## config.mk

```make
export PLATFORM = sky130hd
export DESIGN_NAME = rr_fifo_aggregator
export DESIGN_NICKNAME = d
export VERILOG_FILES = /design/src/rtl/rr_agg_pkg.sv /design/src/rtl/rr_agg_fifo.sv /design/src/rtl/rr_fifo_aggregator.sv
export SDC_FILE = /design/constraint.sdc
export NUM_CORES = 1
export LEC_CHECK = 0
export CAP_MARGIN = 25
export CORE_MARGIN = 8
export CORE_UTILIZATION = 55
export DETAILED_ROUTE_END_ITERATION = 7
export PLACE_DENSITY = 0.88
export SYNTH_ARGS = -nofsm -noshare
export SYNTH_HDL_FRONTEND = slang
export SYNTH_SLANG_ARGS = --single-unit
export TNS_END_PERCENT = 1
```

## constraint.sdc

```tcl
create_clock -name clk -period 4.65 [get_ports clk]
set_clock_uncertainty 0.2 [all_clocks]
set_input_delay 0.93 -clock clk [delete_from_list [all_inputs] [get_ports clk]]
set_output_delay 0.93 -clock clk [all_outputs]
set_load 0.02 [all_outputs]
```

## src/rtl/rr_agg_pkg.sv

```systemverilog
`default_nettype none
// ============================================================================
// Module      : rr_agg_pkg
// Description : Shared types and helpers for the round-robin FIFO aggregator.
//               gate_state_t - duty-cycle gate FSM encoding.
//               CHAN_W()     - width of a channel index, never less than 1.
// Revision    : 1.0 - initial release
// ============================================================================
package rr_agg_pkg;

    typedef enum logic [1:0] {
        IDLE  = 2'd0,
        BLOCK = 2'd1,
        PASS  = 2'd2
    } gate_state_t;

    // A two-client system still needs one bit to name its channels.
    function automatic int CHAN_W(input int n);
        return (n > 2) ? $clog2(n) : 1;
    endfunction

endpackage
`default_nettype wire

```

## src/rtl/rr_agg_fifo.sv

```systemverilog
`default_nettype none
// ============================================================================
// Module      : rr_agg_fifo
// Description : Synchronous FIFO with an occupancy count output. A write while
//               full is refused even when a read happens at the same edge; a
//               read while empty is ignored. Head data is presented
//               combinationally (first-word fall-through).
// Ports       : clk, rst          - clock, synchronous active-high reset
//               i_wr_en/i_wr_data - write request and payload
//               i_rd_en           - pop the head entry
//               o_rd_data         - head entry
//               o_count           - registered occupancy, 0..DEPTH
// Revision    : 1.0 - initial release
// ============================================================================
module rr_agg_fifo #(
    parameter int WIDTH = 8,
    parameter int DEPTH = 4
) (
    input  logic                     clk,
    input  logic                     rst,
    input  logic                     i_wr_en,
    input  logic [WIDTH-1:0]         i_wr_data,
    input  logic                     i_rd_en,
    output logic [WIDTH-1:0]         o_rd_data,
    output logic [$clog2(DEPTH):0]   o_count
);

    localparam int             c_AW    = $clog2(DEPTH);
    localparam logic [c_AW:0]  c_DEPTH = (c_AW + 1)'(DEPTH);

    logic [WIDTH-1:0] r_mem [DEPTH];
    logic [c_AW-1:0]  r_wr_ptr;
    logic [c_AW-1:0]  r_rd_ptr;
    logic [c_AW:0]    r_count;
    logic             w_do_wr;
    logic             w_do_rd;

    // Depth is a power of two, so the address pointers wrap naturally and the
    // separate count register disambiguates full from empty.
    assign w_do_wr = i_wr_en && (r_count != c_DEPTH);
    assign w_do_rd = i_rd_en && (r_count != '0);

    always_ff @(posedge clk) begin
        if (rst) begin
            r_wr_ptr <= '0;
            r_rd_ptr <= '0;
            r_count  <= '0;
        end else begin
            if (w_do_wr) begin
                r_wr_ptr <= r_wr_ptr + 1'b1;
            end
            if (w_do_rd) begin
                r_rd_ptr <= r_rd_ptr + 1'b1;
            end
            case ({w_do_wr, w_do_rd})
                2'b10:   r_count <= r_count + 1'b1;
                2'b01:   r_count <= r_count - 1'b1;
                default: r_count <= r_count;
            endcase
        end
    end

    // Storage carries no reset; occupancy alone defines what is valid.
    always_ff @(posedge clk) begin
        if (w_do_wr) begin
            r_mem[r_wr_ptr] <= i_wr_data;
        end
    end

    assign o_rd_data = r_mem[r_rd_ptr];
    assign o_count   = r_count;

endmodule
`default_nettype wire

```

## src/rtl/rr_fifo_aggregator.sv

```systemverilog
`default_nettype none
// ============================================================================
// Module      : rr_fifo_aggregator
// Description : CLIENTS ingress FIFOs merged into one egress FIFO by a
//               round-robin arbiter, one grant per cycle. A duty-cycle gate
//               can periodically block grants (BLOCK for gate_high cycles,
//               PASS for gate_low cycles). Each egress entry carries the
//               source channel index alongside the payload.
// Ports       : clk, rst             - clock, synchronous active-high reset
//               in_valid/in_data     - per-channel write request and payload
//               in_ready             - per-channel ingress FIFO not full
//               gate_en              - enable the duty-cycle gate
//               gate_high/gate_low   - blocked / pass phase lengths in cycles
//               out_valid/out_ready  - egress handshake
//               out_data/out_chan    - egress head payload and source channel
// Revision    : 1.0 - initial release
// ============================================================================
module rr_fifo_aggregator
    import rr_agg_pkg::*;
#(
    parameter int CLIENTS    = 4,
    parameter int DATA_WIDTH = 8,
    parameter int IN_DEPTH   = 4,
    parameter int OUT_DEPTH  = 4,
    parameter int GATE_W     = 11
) (
    input  logic                          clk,
    input  logic                          rst,
    input  logic [CLIENTS-1:0]            in_valid,
    input  logic [CLIENTS*DATA_WIDTH-1:0] in_data,
    output logic [CLIENTS-1:0]            in_ready,
    input  logic                          gate_en,
    input  logic [GATE_W-1:0]             gate_high,
    input  logic [GATE_W-1:0]             gate_low,
    output logic                          out_valid,
    input  logic                          out_ready,
    output logic [DATA_WIDTH-1:0]         out_data,
    output logic [CHAN_W(CLIENTS)-1:0]    out_chan
);

    localparam int               c_CW        = CHAN_W(CLIENTS);
    localparam int               c_EW        = c_CW + DATA_WIDTH;
    localparam int               c_IAW       = $clog2(IN_DEPTH);
    localparam int               c_OAW       = $clog2(OUT_DEPTH);
    localparam logic [c_IAW:0]   c_IN_DEPTH  = (c_IAW + 1)'(IN_DEPTH);
    localparam logic [c_OAW:0]   c_OUT_DEPTH = (c_OAW + 1)'(OUT_DEPTH);
    localparam logic [c_CW:0]    c_CLIENTS   = (c_CW + 1)'(CLIENTS);
    localparam logic [c_CW-1:0]  c_LAST_CH   = c_CW'(CLIENTS - 1);

    // ------------------------------------------------------------------
    // Ingress FIFOs
    // ------------------------------------------------------------------
    logic [CLIENTS-1:0]    w_wr;
    logic [CLIENTS-1:0]    w_req;
    logic [CLIENTS-1:0]    w_grant;
    logic [DATA_WIDTH-1:0] w_in_head  [CLIENTS];
    logic [c_IAW:0]        w_in_count [CLIENTS];

    for (genvar gi = 0; gi < CLIENTS; gi++) begin : g_ingress
        // Readiness comes from the registered count only, so a pop at the
        // same edge never lets a full FIFO accept a word.
        assign in_ready[gi] = !rst && (w_in_count[gi] != c_IN_DEPTH);
        assign w_wr[gi]     = in_valid[gi] && in_ready[gi];
        assign w_req[gi]    = (w_in_count[gi] != '0);

        rr_agg_fifo #(
            .WIDTH (DATA_WIDTH),
            .DEPTH (IN_DEPTH)
        ) u_in_fifo (
            .clk       (clk),
            .rst       (rst),
            .i_wr_en   (w_wr[gi]),
            .i_wr_data (in_data[gi*DATA_WIDTH +: DATA_WIDTH]),
            .i_rd_en   (w_grant[gi]),
            .o_rd_data (w_in_head[gi]),
            .o_count   (w_in_count[gi])
        );
    end

    // ------------------------------------------------------------------
    // Duty-cycle gate: state register / next-state / output
    // ------------------------------------------------------------------
    gate_state_t       r_gate_state;
    gate_state_t       w_gate_state_nxt;
    logic [GATE_W-1:0] r_phase_cnt;
    logic [GATE_W-1:0] w_phase_cnt_nxt;
    logic [GATE_W-1:0] w_low_m1;
    logic              w_gate_block;

    // A zero-length pass phase is stretched to one cycle so the gate can
    // never lock grants out permanently.
    assign w_low_m1 = (gate_low == '0) ? '0 : gate_low - 1'b1;

    always_ff @(posedge clk) begin
        if (rst) begin
            r_gate_state <= IDLE;
            r_phase_cnt  <= '0;
        end else begin
            r_gate_state <= w_gate_state_nxt;
            r_phase_cnt  <= w_phase_cnt_nxt;
        end
    end

    always_comb begin
        w_gate_state_nxt = r_gate_state;
        w_phase_cnt_nxt  = r_phase_cnt;
        if (!gate_en) begin
            w_gate_state_nxt = IDLE;
            w_phase_cnt_nxt  = '0;
        end else begin
            case (r_gate_state)
                IDLE: begin
                    if (gate_high != '0) begin
                        w_gate_state_nxt = BLOCK;
                        w_phase_cnt_nxt  = gate_high - 1'b1;
                    end
                end
                BLOCK: begin
                    if (r_phase_cnt == '0) begin
                        w_gate_state_nxt = PASS;
                        w_phase_cnt_nxt  = w_low_m1;
                    end else begin
                        w_phase_cnt_nxt  = r_phase_cnt - 1'b1;
                    end
                end
                PASS: begin
                    if (r_phase_cnt == '0) begin
                        if (gate_high == '0) begin
                            w_gate_state_nxt = IDLE;
                            w_phase_cnt_nxt  = '0;
                        end else begin
                            w_gate_state_nxt = BLOCK;
                            w_phase_cnt_nxt  = gate_high - 1'b1;
                        end
                    end else begin
                        w_phase_cnt_nxt  = r_phase_cnt - 1'b1;
                    end
                end
                default: begin
                    w_gate_state_nxt = IDLE;
                    w_phase_cnt_nxt  = '0;
                end
            endcase
        end
    end

    always_comb begin
        w_gate_block = (r_gate_state == BLOCK);
    end

    // ------------------------------------------------------------------
    // Round-robin arbiter
    // ------------------------------------------------------------------
    logic [c_CW-1:0] r_ptr;
    logic [c_CW-1:0] w_gnt_idx;
    logic            w_gnt_found;
    logic            w_do_grant;
    logic [c_OAW:0]  w_out_count;

    // Scan channels starting at the priority pointer; the first requester
    // found wins. The extended index absorbs the wrap past CLIENTS-1.
    always_comb begin
        logic [c_CW:0] w_scan_idx;
        w_gnt_found = 1'b0;
        w_gnt_idx   = '0;
        w_scan_idx  = '0;
        for (int k = 0; k < CLIENTS; k++) begin
            w_scan_idx = {1'b0, r_ptr} + (c_CW + 1)'(k);
            if (w_scan_idx >= c_CLIENTS) begin
                w_scan_idx = w_scan_idx - c_CLIENTS;
            end
            if (!w_gnt_found && w_req[w_scan_idx[c_CW-1:0]]) begin
                w_gnt_found = 1'b1;
                w_gnt_idx   = w_scan_idx[c_CW-1:0];
            end
        end
    end

    // Egress must have room by its registered count; a pop at the same
    // edge does not make room for a grant.
    assign w_do_grant = !rst && w_gnt_found && !w_gate_block &&
                        (w_out_count != c_OUT_DEPTH);
    assign w_grant    = w_do_grant ? (CLIENTS'(1) << w_gnt_idx) : '0;

    always_ff @(posedge clk) begin
        if (rst) begin
            r_ptr <= '0;
        end else if (w_do_grant) begin
            r_ptr <= (w_gnt_idx == c_LAST_CH) ? '0 : w_gnt_idx + 1'b1;
        end
    end

    // ------------------------------------------------------------------
    // Egress FIFO: entries are {channel index, payload}
    // ------------------------------------------------------------------
    logic [c_EW-1:0] w_eg_wr_data;
    logic [c_EW-1:0] w_eg_head;
    logic            w_eg_rd;

    assign w_eg_wr_data = {w_gnt_idx, w_in_head[w_gnt_idx]};
    assign w_eg_rd      = out_valid && out_ready;

    rr_agg_fifo #(
        .WIDTH (c_EW),
        .DEPTH (OUT_DEPTH)
    ) u_out_fifo (
        .clk       (clk),
        .rst       (rst),
        .i_wr_en   (w_do_grant),
        .i_wr_data (w_eg_wr_data),
        .i_rd_en   (w_eg_rd),
        .o_rd_data (w_eg_head),
        .o_count   (w_out_count)
    );

    // Outputs are forced to zero whenever no valid head is presented, which
    // also covers the whole reset interval.
    assign out_valid = !rst && (w_out_count != '0);
    assign out_data  = out_valid ? w_eg_head[DATA_WIDTH-1:0]      : '0;
    assign out_chan  = out_valid ? w_eg_head[DATA_WIDTH +: c_CW]  : '0;

endmodule
`default_nettype wire

```

==> summary.md <==
| Metric | Value |
|---|---|
| PortBufs | 76 |
| Delay of the slowest critical-path stage | about 0.8 ns |
| Placed cell count | about 980 |
| Reg-to-reg endpoint | g_ingress[3].u_in_fifo.o_count[2] |
| Synth Warn # | 0 |
| Internal | 3.96 mW |
| Non-Filler Instances | 1026 |
| Post-Route M1 WL | 8350 microns |
| Final setup margin | between 0.9 and 1 ns |
| WL met3 | 1060 microns |
| Clock Tree Buf Depth | 3 |
| Setup TNS | 0 ns |
| Final period util | approximately four fifths |
| DRT iter0 DRCs | 549 |
| Async SR Flop Fraction | 0% |
| Hold path endpoint | g_ingress[0].u_in_fifo.r_rd_ptr[1] |
| Placer congestion estimate | between 0.8 and 0.9 |
| Worst-Margin Slew | about 0.98 ns |
| Psw | 1.38 mW |
| Area Growth Syn to Fin | 17.2% |
| Switching fraction of total power | about a quarter |
| Final Hold Fails | 0 |
| PD cells | roughly 450 nW/um^2 |
| Final-stage net count | ~880 |
| Slew headroom | approximately 34% |
| DR top layer | met4 |
| IO Pins | 77 |
| DR WL/cell | around 20 microns |
| Overall Power | between 5 and 6 mW |
| Worst Setup End Kind | primary output |
| Min-delay src | g_ingress[0].u_in_fifo.r_rd_ptr[1] |
| Pins over their slew limit | 0 |
| Crit-path slowest cell | dfxtp_1 |
| Tmin final | between 3 and 4 ns |
| Starting Density | a little under three fifths |
| Antenna violations before repair | 0 |
| CTS tree | yes |
| Clk pwr share | 35.0% |
| CP Cell Sequence | mux4_2, and2_1, clkdlybuf4s50_1 |
| Hold path cells | 2 |
| Failing checks | DRC |
| Grt ovf | 0 |
| Post-synthesis cell count | about 700 |
| Share of layout cells above drive strength 1 | a little over an eighth |
| Setup Buffers After CTS | 0 |
| Clock sinks | around 230 |
| Clock-pin slew on the worst setup and hold paths | 0.06 ns |
| Die height | 152 microns |
| EDFF count, synth | around 170 |
| Routed vias | slightly below 6000 |
| Sequential Power Share | between 40% and 50% |
| Synth cell types | 63 |
| Maximum vdd ir drop | 328 uV |
| ANT cells | 0 |
| Sequential fraction of the synthesis area | about three fifths |
| CTS resizes | 0 |
| Leak Pwr | 4.09 nW |
| Rows | 49 |
| #FFs+latches synth | between 200 and 250 |
| Comb pwr share | 18.6% |
| Main synth FF type | edfxtp_1 |
| Critical path peak fanout | 10 |
| Worst Path Required | roughly 3.5 ns |
| Reg2reg start | g_ingress[0].u_in_fifo.o_count[2] |
| Reg2reg setup slack | 1.10 ns |
| Die width | 152 microns |
| WL final | 20200 microns |
| Setup violations, final | 0 |
| Crit path arrival time | ~2.6 ns |
| Post-cts hold buffer count | 0 |
| Syn avg cell area | roughly 15 sq um |
| First-pass GRT wire length | 32600 microns |
| Post-synthesis net count | 797 |
| DR vias/cell | 5.81 |
| Post-Route Utilization | between 60% and 70% |
| Die Area | 23100 sq um |
| Status | complete, but fails checks |
| Detailed route wirelength on metal2 | approximately 10000 microns |
| Maximum Capacitance Violations | 0 |
| Top cell type's share of synthesized area | approximately half |
| Most frequent cells in the layout | edfxtp_1, clkdlybuf4s50_1, dfxtp_1 |
| Post-DP HPWL | 14300 microns |
| Clk Tree Root Cell | clkbuf_16 |
| Cell taking the most area after synthesis | edfxtp_1 |
| Core area | approximately 18000 sq um |
| Detail Route Antenna Nets | 0 |
| DRC | 2 |
| Critical Setup Path Class | reg -> out |
| Mapped Area | between 10000 and 15000 sq um |
| Worst skew pair latency | 0.51 ns |
| Setup crit start kind | flop |
| Post-Place Setup Slack | just under 1 ns |
| Synth area leaders | edfxtp_1, dfxtp_1, mux4_2 |
| First-pass DRT Iterations | 8 |
| RSZ-0062 raised after global routing | false |
| H-tree depth | 1 |
| Vias in the first global route | between 6000 and 7000 |
| GRT Total Usage | between 10% and 20% |
| Min-Delay Path Class | reg -> reg |
| Reg2reg path depth | 12 |
| Num CTS Buffers | 24 |
| Fmax achieved | between 200 and 300 MHz |
| Largest net degree at the start of global routing | 25 |
| Commonest non-fill, non-tap cell in the layout | edfxtp_1 |
-- Yosys cell counts (11+ instances only) --
master and count:
a21oi_1 15, and2_1 16, and3_1 20, buf_1 11, dfxtp_1 60, edfxtp_1 168, ha_1 35, inv_1 44
mux2i_1 25, mux4_2 42, nand2_1 15, nor2_1 53, o21ai_0 12, xnor2_1 20, xor2_1 26
-- critical path: cells and delay by family, from the launching register on --
| kind | cells | cell delay [ns] |
|---|---|---|
| buffers and inverters | 1 | 0.53 |
| flip-flops | 1 | 0.78 |
| multiplexers | 1 | 0.61 |
| AND/OR/NAND/NOR | 1 | 0.17 |
-- through the flow --
step / hold WS [ns] / instance area [sq um]
after floorplan: 0.267 / 10200
after global placement: 0.295 / 11200
after detailed placement: 0.296 / 11200
after CTS: 0.328 / 11900
after global routing: 0.346 / 11900
final: 0.329 / 11900
-- logic make-up after synthesis --
kind of cell | after synthesis | share of synthesized area (%)
DFF | 228 | 61.3
and+or+nand+nor | 168 | 9.02
AOI/OAI and AO/OA | 73 | 5.39
buffers and inverters | 70 | 3.02
xor gates and xnor gates | 46 | 3.95
muxes | 70 | 12.1
adders and majority gates | 40 | 5.28
-- power groups by stage --
stage	registers, mW	clock network (mW)	logic [mW]
finish	2.48	1.87	0.996
global route	2.49	1.97	1.09
CTS	2.48	1.90	0.999
detailed placement	2.52	0	0.982
global placement	2.51	0	0.957
floorplan	2.47	0	0.694
-- worst max path at each step --
stage                                       from                                 to  slack (ns)
3_5_place_dp                                 rst  g_ingress[0].u_in_fifo.o_count[2]        0.96
4_1_cts                                     flop                        out_data[7]        0.87
3_3_place_gp                                 rst                        in_ready[2]        1.02
6_report                                    flop                        out_data[0]        0.92
5_1_grt                                     flop                        out_data[0]        0.78
2_1_floorplan  g_ingress[0].u_in_fifo.o_count[2]  g_ingress[3].u_in_fifo.o_count[2]        1.33
-- layer usage --
| metal | GRT usage (%) | up-vias |
|---|---|---|
| li1 | - | 2803 |
| met5 | 0 | - |
| met1 | 22.1 | 2950 |
| met2 | 29.7 | 168 |
| met3 | 3.06 | 41 |
| met4 | 6.14 | 0 |
-- sequential cells by signal (all words and copies together), names as in the netlist, named ones only --
name	flops
g_ingress.u_in_fifo.o_count	12
g_ingress.u_in_fifo.r_mem	128
g_ingress.u_in_fifo.r_rd_ptr	8
g_ingress.u_in_fifo.r_wr_ptr	8
r_gate_state	2
r_phase_cnt	11
r_ptr	2
u_out_fifo.o_count	3
u_out_fifo.r_mem	40
u_out_fifo.r_rd_ptr	2
u_out_fifo.r_wr_ptr	2
-- final cells by class --
type,count,area [sq um]
sequential,228,6250
fill,1207,6140
multi-input combinational,397,3650
timing repair buffer,84,816
clock buffer,32,682
tap,229,287
inverter,44,165
clock inverter,12,106
Note: power is estimated with default switching activity, not from simulation.
